$ cat src/rtl/fetch_unit.sv
// Instruction fetch unit: a single outstanding instruction-memory request,
// one held instruction for decode, and redirect handling for branches/jumps
// resolved in the execute stage (flush, link and misalignment pulses).
module fetch_unit #(
  parameter logic [31:0] RESET_PC = 32'h0000_0000
) (
  input  logic        clk,
  input  logic        rst,
  output logic        imem_req,
  output logic [31:0] imem_addr,
  input  logic        imem_ack,
  input  logic [31:0] imem_rdata,
  output logic        instr_valid,
  output logic [31:0] instr,
  output logic [31:0] instr_pc,
  input  logic        instr_ready,
  input  logic        ex_valid,
  input  logic        branch,
  input  logic        jump,
  input  logic        jump_src,
  input  logic        jump_dst,
  input  logic [1:0]  branch_type,
  input  logic [31:0] ex_pc,
  input  logic [31:0] ex_imm,
  input  logic [25:0] ex_target,
  input  logic [31:0] rs_val,
  input  logic [31:0] rt_val,
  output logic        flush,
  output logic        link_valid,
  output logic [31:0] link_addr,
  output logic        misalign
);

  typedef enum logic [1:0] {
    S_IDLE  = 2'd0,
    S_FETCH = 2'd1,
    S_HOLD  = 2'd2,
    S_DROP  = 2'd3
  } state_t;

  state_t      state_q, state_d;
  logic [31:0] pc_q, pc_d;
  logic [31:0] tgt_q, tgt_d;          // target remembered while draining a stale request
  logic [31:0] instr_q, instr_d;
  logic [31:0] instr_pc_q, instr_pc_d;
  logic        instr_valid_q, instr_valid_d;
  logic        flush_q, flush_d;
  logic        link_valid_q, link_valid_d;
  logic [31:0] link_addr_q, link_addr_d;
  logic        misalign_q, misalign_d;

  logic        cond;
  logic        redirect;
  logic [31:0] ex_pc_plus4;
  logic [31:0] target;

  // Branch condition, redirect decision and redirect target from execute-stage inputs
  always_comb begin
    cond        = 1'b0;
    ex_pc_plus4 = ex_pc + 32'd4;
    case (branch_type)
      2'b00: cond = (rs_val == rt_val);
      2'b01: cond = (rs_val != rt_val);
      2'b10: cond = ($signed(rs_val) <= 32'sd0);
      2'b11: cond = ($signed(rs_val) > 32'sd0);
      default: cond = 1'b0;
    endcase
    redirect = ex_valid & (jump | (branch & cond));
    if (jump) begin
      // Register jumps always use the word-aligned target; misalignment is only reported
      if (jump_src) target = {rs_val[31:2], 2'b00};
      else          target = {ex_pc_plus4[31:28], ex_target, 2'b00};
    end else begin
      target = ex_pc_plus4 + (ex_imm << 2);
    end
  end

  // Next-state and datapath updates; redirect outranks every memory/decode event
  always_comb begin
    state_d       = state_q;
    pc_d          = pc_q;
    tgt_d         = tgt_q;
    instr_d       = instr_q;
    instr_pc_d    = instr_pc_q;
    instr_valid_d = instr_valid_q;
    flush_d       = 1'b0;
    link_valid_d  = 1'b0;
    link_addr_d   = link_addr_q;
    misalign_d    = 1'b0;

    case (state_q)
      S_IDLE: begin
        if (redirect) begin
          pc_d          = target;
          flush_d       = 1'b1;
          instr_valid_d = 1'b0;
        end
        state_d = S_FETCH;
      end
      S_FETCH: begin
        if (redirect) begin
          flush_d       = 1'b1;
          instr_valid_d = 1'b0;
          if (imem_ack) begin
            // Response landed this cycle: drop it and fetch from the target at once
            pc_d    = target;
            state_d = S_FETCH;
          end else begin
            // Request still outstanding: keep its address until it completes
            tgt_d   = target;
            state_d = S_DROP;
          end
        end else if (imem_ack) begin
          instr_d       = imem_rdata;
          instr_pc_d    = pc_q;
          instr_valid_d = 1'b1;
          pc_d          = pc_q + 32'd4;
          state_d       = S_HOLD;
        end
      end
      S_HOLD: begin
        if (redirect) begin
          flush_d       = 1'b1;
          instr_valid_d = 1'b0;
          pc_d          = target;
          state_d       = S_FETCH;
        end else if (instr_ready) begin
          instr_valid_d = 1'b0;
          state_d       = S_FETCH;
        end
      end
      S_DROP: begin
        if (redirect) begin
          flush_d = 1'b1;
          if (imem_ack) begin
            // Stale request finished in the same cycle: no further ack will come
            pc_d    = target;
            state_d = S_FETCH;
          end else begin
            tgt_d = target;
          end
        end else if (imem_ack) begin
          pc_d    = tgt_q;
          state_d = S_FETCH;
        end
      end
      default: state_d = S_IDLE;
    endcase

    // Link and misalignment reporting do not depend on the fetch state
    if (ex_valid && jump && jump_dst) begin
      link_valid_d = 1'b1;
      link_addr_d  = ex_pc_plus4;
    end
    if (ex_valid && jump && jump_src && (rs_val[1:0] != 2'b00)) begin
      misalign_d = 1'b1;
    end
  end

  // State and output registers with synchronous reset
  always_ff @(posedge clk) begin
    if (rst) begin
      state_q       <= S_IDLE;
      pc_q          <= RESET_PC;
      tgt_q         <= RESET_PC;
      instr_q       <= 32'd0;
      instr_pc_q    <= 32'd0;
      instr_valid_q <= 1'b0;
      flush_q       <= 1'b0;
      link_valid_q  <= 1'b0;
      link_addr_q   <= 32'd0;
      misalign_q    <= 1'b0;
    end else begin
      state_q       <= state_d;
      pc_q          <= pc_d;
      tgt_q         <= tgt_d;
      instr_q       <= instr_d;
      instr_pc_q    <= instr_pc_d;
      instr_valid_q <= instr_valid_d;
      flush_q       <= flush_d;
      link_valid_q  <= link_valid_d;
      link_addr_q   <= link_addr_d;
      misalign_q    <= misalign_d;
    end
  end

  assign imem_req    = (state_q == S_FETCH) || (state_q == S_DROP);
  assign imem_addr   = pc_q;
  assign instr_valid = instr_valid_q;
  assign instr       = instr_q;
  assign instr_pc    = instr_pc_q;
  assign flush       = flush_q;
  assign link_valid  = link_valid_q;
  assign link_addr   = link_addr_q;
  assign misalign    = misalign_q;

endmodule

$ cat config.mk
export PLATFORM = sky130hd
export DESIGN_NAME = fetch_unit
export DESIGN_NICKNAME = d
export VERILOG_FILES = /design/src/rtl/fetch_unit.sv
export SDC_FILE = /design/constraint.sdc
export NUM_CORES = 1
export LEC_CHECK = 0
export BUFFER_PORTS_ARGS = -buffer_cell sky130_fd_sc_hd__buf_2
export CELL_PAD_IN_SITES_DETAIL_PLACEMENT = 1
export CELL_PAD_IN_SITES_GLOBAL_PLACEMENT = 2
export CORE_MARGIN = 3
export CORE_UTILIZATION = 31
export DETAILED_ROUTE_END_ITERATION = 10
export PLACE_DENSITY_LB_ADDON = 0.05
export REMOVE_ABC_BUFFERS = 1
export SETUP_SLACK_MARGIN = 0.02
export SYNTH_ARGS = -nofsm -noshare
export SYNTH_HDL_FRONTEND = slang
export SYNTH_SLANG_ARGS = --single-unit
$ cat constraint.sdc
create_clock -name clk -period 10.8 [get_ports clk]
set_input_delay 0.54 -clock clk [delete_from_list [all_inputs] [get_ports clk]]
set_output_delay 0.54 -clock clk [all_outputs]
set_load 0.005 [all_outputs]
==> reports/results.ini <==
[clock_tree]
clkSinkCount=166
cts_resized=0
clock_latency_ns=0.44
post_cts_buffers=0
cts_tree=built
cts_hold_buf=0
clockBufferDepth=2
htree_levels=4
cts_root_buf=clkbuf_16
cts_buffers=17
clk_pin_slew_worst_paths_ns=0.07

[critical_path]
critical_path_required_ns=11.14
cp_cell_sequence=buf_2, ha_1, and4_1, nand2_1, nor2_1, nand4_1, xnor2_1, ha_1, a21o_1, a21o_1, a21o_1, a211oi_1, o21ai_0, a32o_1, o31ai_1, o22ai_1, a2111oi_2
cp_slowest_cell=o31ai_1
endpoint_kind=flip-flop
cp-start-kind=primary input
cp_max_fo=7
cp.arrival_ns=5.05
path_buf_inv=1
max_stage_delay_ns=0.71
crit_top_cell=a21o_1
crit_family=compound AO/OA/AOI/OAI gates
path_class=in2reg

[routing]
drt_iter0_markers=529
avgRoutedWirePerCell_um=20.0
vias_per_cell=5.21
drtPass1Iterations=5
detail-route-antenna-nets=0
post-route-drc-count=0
wl_um=42200
via_count=11000

[power]
p_per_area_nw_per_um2=135
switchingPower_uw=584
intPower_mw=1.17
total_power_mw=1.75
leakagePower_nw=5.42
ir_worst_vdd_mv=0.119
sequentialPowerShare_pct=39.1
switching_share_pct=33.4
clockPowerShare_pct=37.1
comb_power_share_pct=23.8

[synthesis]
synth.distinct_cells=76
synth-edff-count=0
async_flop_share_pct=0
synth.ff_latch_count=166
synth_top_flop_cell=dfxtp_1
syn_area_um2=10400
syn_inst=1389
synth_warnings=0
seq_area_frac_synth_pct=32.0
avgSynthCellArea_um2=7.48

[timing]
slew_violations=0
period_needed_ns=4.71
slew_headroom_pct=28.7
rsz0062_at_grt=no
fin_tns_setup_ns=0
fin_crit_sh_pct=43.6
finClkSkew_ns=0.00907
hold_viol=0
setup_viol_count_final=0
whs_ns=0.330
worst_pin_slew_ns=1.07
fmax_ghz=0.212
setup_slack_ns=6.09

[floorplanning]
die_area_um2=35800
start_util_pct=31.7
die_w_um=189
core_um2=32800
num_rows=66
design.portCount=330
die_h_um=189

[status]
status=complete, no violations

[placement]
io_buffers=327
post-place-ws_ns=5.68
dp_hpwl_um=32200
dp_cells=2083
gp_congestion=0.866

[min_path]
hold_path_class=in2reg

[finish]
fillers=4210
final_layout_size_suffix_gt1_share_pct=24.3
fin_cells=2117
syn_to_final_growth_pct=24.4
num-nets-final=1890

[global_route]
grt_first_pass_wirelength_um=65000
grt_util_met2_pct=39.4
antenna_found_initial=10
grt.met3_usage_pct=5.72
grt_use_met1_pct=29.4
grt_pass1_vias=11300
grt_max_degree=101
overflow=0
grt_util_all_layers_pct=23.2
top_usage_layer=met2

[job]
drv_cap=0

==> state kept, by name, summed over array words and instances (netlist names) <==
register and cells:
link_valid 1, instr_valid 1, imem_addr 32, link_addr 32, flush 1, instr_pc 32, misalign 1, instr 32
state_q 2, tgt_q 32
==> per-stage QoR <==
stage	area (µm²)	utilization, %
6_report	12900	39.4
4_1_cts	12900	39.4
5_1_grt	12900	39.4
3_3_place_gp	12300	37.6
2_1_floorplan	10000	-
3_5_place_dp	12300	37.6
==> cell type report <==
type	instances	area, µm²	area share (%)
Antenna cell	2	5.00	0.0387
Clock buffer	18	439	3.40
Clock inverter	14	170	1.32
Inverter	16	60.1	0.464
Multi-Input combinational cell	1120	6650	51.4
Sequential cell	166	3320	25.7
Tap cell	442	553	4.28
Timing Repair Buffer	339	1730	13.4
==> power by group through the flow <==
stage               logic, mW  registers, mW  clock network (mW)
floorplan               0.223          0.694                   0
global placement        0.412          0.697                   0
finish                  0.417          0.684               0.650
detailed placement      0.418          0.698                   0
CTS                     0.420          0.684               0.671
global route            0.463          0.691               0.697
==> worst register-to-register path, cell delays in order, from the launching register on <==
cell and delay [ns]:
dfxtp_1 0.49, ha_1 0.27, and3_1 0.26, nand4_1 0.33, nor3_1 0.80, and3_1 0.34, nand3_1 0.11, xnor2_1 0.17
a22oi_1 0.09, a211oi_1 0.23
==> synthesized netlist by cell type (15+ instances only) <==
master / count / area share, %
a211oi_1: 22 / 1.6
inv_1: 15 / 0.54
a21o_1: 15 / 1.1
dfxtp_1: 166 / 32
o22ai_1: 17 / 1.0
nor3_1: 52 / 2.5
nand2_1: 240 / 8.7
nor2_1: 146 / 5.3
and3_1: 16 / 0.96
mux2i_1: 29 / 2.8
buf_2: 20 / 0.96
nor2b_1: 23 / 1.4
clkbuf_1: 57 / 2.1
nand3_1: 35 / 1.7
ha_1: 32 / 3.9
o211ai_1: 19 / 1.4
nor4_1: 16 / 0.96
nand4_1: 17 / 1.0
xnor2_1: 46 / 3.9
xor2_1: 49 / 4.1
a21oi_1: 138 / 6.6
o21ai_0: 57 / 2.7
==> path summary, 6_finish.rpt <==
| kind | endpoint | depth (start not counted) | slack [ns] | startpoint |
|---|---|---|---|---|
| hold / removal | instr[19] | 3 | 0.33 | imem_rdata[19] |
| setup reg to reg | imem_addr[30] | 9 | 7.63 | imem_addr[2] |
| hold reg to reg | tgt_q[1] | 2 | 0.45 | tgt_q[1] |
| setup / recovery | imem_addr[29] | 17 | 6.09 | ex_pc[2] |
==> routing by layer <==
| layer | share of wire (%) | wire [µm] |
|---|---|---|
| met5 | 0.30 | 127 |
| met4 | 1.9 | 787 |
| met3 | 5.7 | 2410 |
| met2 | 47 | 20000 |
| met1 | 45 | 18900 |
==> kinds of logic after synthesis <==
family	count (synthesis)	synth area share [%]
flip-flops	166	32.0
adder cells (fa/ha/maj)	33	4.05
multiplexers	41	4.09
XOR/XNOR	95	8.01
buffers and inverters	103	4.14
AND/OR/NAND/NOR	601	26.6
AO/OA/AOI/OAI	350	21.1
==> cells in the final DEF (no fill, tap or decap), types with 6 or more instances in the layout <==
cell type / Yosys / layout
and4_1: 8 / 8
o22ai_1: 17 / 17
buf_2: 20 / 326
buf_4: 3 / 12
or3_1: 8 / 8
nand2b_1: 12 / 12
mux2i_1: 29 / 29
o211ai_1: 19 / 19
inv_1: 15 / 15
a2111oi_0: 6 / 6
a22oi_1: 8 / 8
xor2_1: 49 / 49
nor4_1: 16 / 16
a31oi_1: 6 / 6
mux2_2: 12 / 12
a21oi_1: 138 / 138
and2_1: 7 / 7
a21o_1: 15 / 15
ha_1: 32 / 32
nor3_1: 52 / 52
nand4_1: 17 / 17
clkbuf_16: 0 / 17
dfxtp_1: 166 / 166
nand3_1: 35 / 35
nand2_1: 240 / 240
nor2_1: 146 / 146
o21ai_0: 57 / 57
o21ai_1: 6 / 6
and3_1: 16 / 15
nor2b_1: 23 / 23
a211oi_1: 22 / 22
xnor2_1: 46 / 46
Note: power is estimated with default switching activity, not from simulation.
